File: src/rtl/table_mem_arbiter.sv
// Two-requester arbiter in front of a single-port table memory.
// Grants are combinational from the live requests and the burst state; the
// burst limit keeps one requester from starving the other under contention.
// Read data returns one cycle after the grant and is steered by a registered
// pending tag.
module table_mem_arbiter #(
    parameter int unsigned ADDR_W    = 5,
    parameter int unsigned DATA_W    = 37,
    parameter int unsigned MAX_BURST = 4
) (
    input  logic              clk,
    input  logic              rst_n,

    input  logic              r0_req,
    input  logic              r0_wr,
    input  logic [ADDR_W-1:0] r0_addr,
    input  logic [DATA_W-1:0] r0_wdata,
    output logic              r0_gnt,
    output logic              r0_rvalid,
    output logic [DATA_W-1:0] r0_rdata,

    input  logic              r1_req,
    input  logic              r1_wr,
    input  logic [ADDR_W-1:0] r1_addr,
    input  logic [DATA_W-1:0] r1_wdata,
    output logic              r1_gnt,
    output logic              r1_rvalid,
    output logic [DATA_W-1:0] r1_rdata,

    output logic              mem_enable,
    output logic              mem_wr_en,
    output logic [ADDR_W-1:0] mem_addr,
    output logic [DATA_W-1:0] mem_write_data,
    input  logic [DATA_W-1:0] mem_read_data
);

    localparam logic [3:0] MaxBurstCnt = 4'(MAX_BURST);
    localparam logic [3:0] CntSat      = 4'd15;

    logic       last_q, last_d;
    logic [3:0] cnt_q, cnt_d;
    logic       pend_q, pend_d;
    logic       pend_id_q, pend_id_d;

    logic              gnt_valid;
    logic              gnt_id;
    logic              sel_wr;
    logic [ADDR_W-1:0] sel_addr;
    logic [DATA_W-1:0] sel_wdata;
    logic              burst_open;

    // The current holder keeps the memory only while its burst is live and below the limit.
    assign burst_open = (cnt_q != 4'd0) && (cnt_q < MaxBurstCnt);

    // Arbitration; grants are suppressed while reset is held.
    always_comb begin
        gnt_valid = 1'b0;
        gnt_id    = 1'b0;
        if (rst_n) begin
            if (r0_req && r1_req) begin
                gnt_valid = 1'b1;
                gnt_id    = burst_open ? last_q : ~last_q;
            end else if (r0_req) begin
                gnt_valid = 1'b1;
                gnt_id    = 1'b0;
            end else if (r1_req) begin
                gnt_valid = 1'b1;
                gnt_id    = 1'b1;
            end
        end
    end

    // Select the granted requester's command.
    always_comb begin
        sel_wr    = r0_wr;
        sel_addr  = r0_addr;
        sel_wdata = r0_wdata;
        if (gnt_id) begin
            sel_wr    = r1_wr;
            sel_addr  = r1_addr;
            sel_wdata = r1_wdata;
        end
    end

    assign r0_gnt = gnt_valid & ~gnt_id;
    assign r1_gnt = gnt_valid & gnt_id;

    // Memory command is zeroed on idle cycles.
    always_comb begin
        mem_enable     = gnt_valid;
        mem_wr_en      = gnt_valid & sel_wr;
        mem_addr       = gnt_valid ? sel_addr : '0;
        mem_write_data = gnt_valid ? sel_wdata : '0;
    end

    // Burst bookkeeping and read-pending tag for the next cycle.
    always_comb begin
        last_d    = last_q;
        cnt_d     = cnt_q;
        pend_d    = 1'b0;
        pend_id_d = pend_id_q;
        if (gnt_valid) begin
            last_d = gnt_id;
            if (gnt_id == last_q) begin
                cnt_d = (cnt_q == CntSat) ? CntSat : cnt_q + 4'd1;
            end else begin
                cnt_d = 4'd1;
            end
            if (!sel_wr) begin
                pend_d    = 1'b1;
                pend_id_d = gnt_id;
            end
        end else begin
            cnt_d = 4'd0;
        end
    end

    // State registers; reset leaves requester 1 as last so contention favours 0.
    always_ff @(posedge clk or negedge rst_n) begin
        if (!rst_n) begin
            last_q    <= 1'b1;
            cnt_q     <= 4'd0;
            pend_q    <= 1'b0;
            pend_id_q <= 1'b0;
        end else begin
            last_q    <= last_d;
            cnt_q     <= cnt_d;
            pend_q    <= pend_d;
            pend_id_q <= pend_id_d;
        end
    end

    assign r0_rvalid = pend_q & ~pend_id_q;
    assign r1_rvalid = pend_q & pend_id_q;
    assign r0_rdata  = mem_read_data;
    assign r1_rdata  = mem_read_data;

endmodule

File: config.mk
export PLATFORM = sky130hd
export DESIGN_NAME = table_mem_arbiter
export DESIGN_NICKNAME = d
export VERILOG_FILES = /design/src/rtl/table_mem_arbiter.sv
export SDC_FILE = /design/constraint.sdc
export NUM_CORES = 1
export LEC_CHECK = 0
export CORE_AREA = 2 2 97 99
export DETAILED_ROUTE_END_ITERATION = 12
export DIE_AREA = 0 0 99 101
export DONT_BUFFER_PORTS = 1
export MAX_ROUTING_LAYER = met4
export PLACE_DENSITY = 0.34
export SLEW_MARGIN = 10
export SYNTH_ARGS = -nofsm -noshare
export SYNTH_HDL_FRONTEND = slang
export SYNTH_SLANG_ARGS = --single-unit
File: constraint.sdc
create_clock -name clk -period 2.55 [get_ports clk]
set_clock_uncertainty 0.15 [all_clocks]
set_input_delay 0.1275 -clock clk [delete_from_list [all_inputs] [get_ports clk]]
set_output_delay 0.1275 -clock clk [all_outputs]
set_load 0.005 [all_outputs]
==> summary.md <==
| Metric | Value |
|---|---|
| Initial Util | 21.8% |
| Critical path peak fanout | 31 |
| Mapped cell area | 1960 um2 |
| Worst-Margin Slew | 526 ps |
| Seq cells post-synth | 7 |
| Endpoints failing hold | 0 |
| Core footprint | 8980 um2 |
| 1st-pass router iterations | 4 |
| CTS tree | done |
| Critical Path AT | roughly 2200 ps |
| Clock share of power | between 20% and 30% |
| Final WS setup | roughly 81 ps |
| Critical path cell sequence | inv_1, ha_1, o311a_4, a211o_2, buf_6, mux2i_2 |
| Syn Area/Cell | ~7 um2 |
| Post-Route WL | roughly 5 mm |
| N_diodes | 0 |
| Synth cell types | 33 |
| Vias per cell | approximately 4.2 |
| Kind of cell adding the most delay to the critical path | compound AO/OA/AOI/OAI gates |
| Dpl cells | around 310 |
| Net count reported at finish | roughly 340 |
| Largest net degree at the start of global routing | 42 |
| Pint | about 340 uW |
| Met3 wire length | about 550 um |
| Dpl ws | 213 ps |
| Mapped Cells | 280 |
| # rows | 35 |
| Post-DP Area | 1430 um2 |
| Ports | between 200 and 250 |
| Max cap viols | 0 |
| CTS Buf Count | 3 |
| Remaining DRCs | 0 |
| Status | finished, final reports clean |
| Hold wc startpoint | r1_wr |
| Pleak | about 0.00095 uW |
| R2R setup slack | 130 ps |
| Sum of negative setup slack | 0 ps |
| Min Hold Slack | 5.08 ps |
| Final Setup Violations | 0 |
| Post-synth net total | between 400 and 500 |
| GRT Overall Usage | 8.79% |
| Initial antenna violation count | 0 |
| Hold Path End | pend_q$_DFF_PN0_ |
| DRT antenna net count | 0 |
| Hold depth | 2 |
| M1 WL | 1.83 mm |
| Worst Reg-to-Reg Cells | 7 |
| RSZ-0062 raised after global routing | false |
| Top Layer Used | met4 |
| Reg-to-reg endpoint | pend_id_q$_DFFE_PN0P_ |
| Clock tree buffer depth | 2 |
| CP max-delay cell | dfrtp_1 |
| Peak supply drop | approximately 0.12 mV |
| Worst setup path startpoint | cnt_q[0]$_DFF_PN0_ |
| Fin crit share | 96.8% |
| Worst skew pair latency | roughly 230 ps |
| CP Launch Type | flop |
| Clock sinks | 7 |
| Die ar. | between 9000 and 10000 um2 |
| Wire length on met2 | between 2 and 3 mm |
| Post-route insts no fill | 316 |
| CTS root buffer | clkbuf_8 |
| Vias post-DR | ~1300 |
| Post-DP HPWL | a little over 4 mm |
| Cell area power density | 354 nW/um2 |
| Share of cells above drive strength 1 | 7.80% |
| RD Place Congestion | a little under 0.7 |
| Final min period | about 2500 ps |
| Register area share after synthesis | under 10% |
| Die height | slightly above 100 um |
| P_sw | between 200 and 250 uW |
| Port bufs | 0 |
| Critical path type | reg -> out |
| Initial DRC Count | 55 |
| Max Clk Rate | approximately 0.40 GHz |
| Switching portion of total power | between 30% and 40% |
| YS warnings | 0 |
| R2r startpoint | cnt_q[0]$_DFF_PN0_ |
| WP buf/inv | 2 |
| Tightest Hold Check Type | in -> reg |
| Relative slew margins | around 65% |
| Grt ovf | 0 |
| First-pass GRT wire length | 6.70 mm |
| Sequential power share | around a quarter |
| Pins Over Slew Limit | 0 |
| Syn-to-layout area delta | -20.8% |
| # H-tree levels | 1 |
| Crit end category | output port |
| Critical Path RT | 2270 ps |
| Worst path max stage delay | roughly 420 ps |
| Chip Width | approximately 100 um |
| Number of global-route vias before repair | 1182 |
| Fin area | between 1500 and 2000 um2 |
| Comb pwr share | around 45% |
| Clock slew at reported path FFs | approximately 40 ps |
| Routed len/inst | approximately 16 um |
==> power by group through the flow <==
stage | clock, uW | sequential, uW | combinational (uW)
2_1_floorplan | 0 | 132 | 312
3_3_place_gp | 0 | 143 | 227
3_5_place_dp | 0 | 144 | 227
4_1_cts | 167 | 142 | 249
5_1_grt | 170 | 145 | 277
6_report | 161 | 142 | 247
==> layout make-up <==
cell class                      instances  area [um2]
Multi-Input combinational cell        136         918
Fill cell                            1041        7420
Clock buffer                            4        45.0
Sequential cell                         7         176
Tap cell                              111         139
Timing Repair Buffer                   10        93.8
Inverter                               48         180
==> sequential cells by signal, summed over array words and instances (netlist names) <==
| name | count |
|---|---|
| cnt_q | 4 |
| pend_q | 1 |
| pend_id_q | 1 |
| last_q | 1 |
==> through the flow <==
| stage | power (uW) | utilization (%) |
|---|---|---|
| global placement | 370 | 16.0 |
| global route | 592 | 17.3 |
| finish | 549 | 17.3 |
| detailed placement | 371 | 16.0 |
| floorplan | 444 | - |
| CTS | 559 | 17.2 |
==> repair_timing <==
item                                   CTS  global route
hold buffers                             6             0
endpoints found under the hold margin   13             0
gates resized for setup                  1             3
setup buffers                            0             0
setup endpoints to repair                3            31
cloned                                   0             0
==> worst max-delay path by stage <==
stage | to | slack [ps] | cells after the start
after floorplan | pend_q$_DFF_PN0_ | 470 | 7
after global placement | mem_write_data[34] | 250 | 6
after detailed placement | mem_write_data[34] | 210 | 6
after CTS | mem_write_data[34] | -20 | 6
after global routing | mem_write_data[34] | 10 | 6
final | mem_write_data[17] | 80 | 6
==> cells in the final DEF, fill, tap and decap left out <==
cell,n
a22oi_1,1
o31ai_1,1
a31oi_1,6
mux2i_2,3
nor3_2,1
clkbuf_1,1
o221ai_1,1
or4_1,1
a21oi_1,1
o2bb2ai_1,1
o21ai_0,3
nor3_1,1
buf_4,3
inv_1,47
and2_0,1
mux2_1,1
inv_2,1
o311a_4,1
ha_1,2
nor2b_1,3
dfstp_2,1
o21a_1,3
dlygate4sd3_1,6
buf_6,1
mux2i_1,37
a211o_2,1
a211oi_1,4
o221a_2,1
and2_1,1
nand3_1,2
nand2_1,53
nor2_1,6
clkbuf_8,3
dfrtp_1,6
==> per-layer routing <==
layer	vias up	track usage, %
li1	646	-
met1	548	10.0
met2	108	14.6
met3	27	2.64
met4	0	3.16
met5	-	-
==> cells by family after synthesis <==
kind of cell    Yosys count  synth area share, %
fa+ha+maj                 2                 1.28
simple gates             69                 14.6
mux                      41                 21.0
flops                     7                 9.00
compound gates           24                 9.39
buf+inv                 137                 44.8
==> cell usage after synthesis <==
cell | count | area (um2)
a211oi_1 | 4 | 30.0
inv_1 | 47 | 176
o21a_1 | 3 | 22.5
a21oi_1 | 1 | 5.00
o2bb2ai_1 | 1 | 8.76
and2_1 | 1 | 6.26
clkbuf_1 | 7 | 26.3
dfstp_2 | 1 | 26.3
or4_1 | 1 | 7.51
o311a_4 | 1 | 21.3
o31ai_1 | 1 | 7.51
o221a_2 | 1 | 11.3
nor3_2 | 1 | 10.0
a31oi_1 | 6 | 37.5
o221ai_1 | 1 | 8.76
nor2b_1 | 3 | 18.8
nand3_1 | 2 | 10.0
a211o_1 | 1 | 8.76
ha_1 | 2 | 25.0
buf_12 | 4 | 80.1
buf_2 | 1 | 5.00
mux2_1 | 1 | 11.3
nor2_1 | 6 | 22.5
and2_0 | 1 | 6.26
buf_4 | 75 | 563
nand2_1 | 53 | 199
a22oi_1 | 1 | 7.51
buf_6 | 2 | 22.5
inv_2 | 1 | 3.75
dfrtp_1 | 6 | 150
nor3_1 | 1 | 5.00
mux2i_1 | 40 | 400
o21ai_0 | 3 | 15.0
No activity file was read; power rests on OpenSTA's default activity.
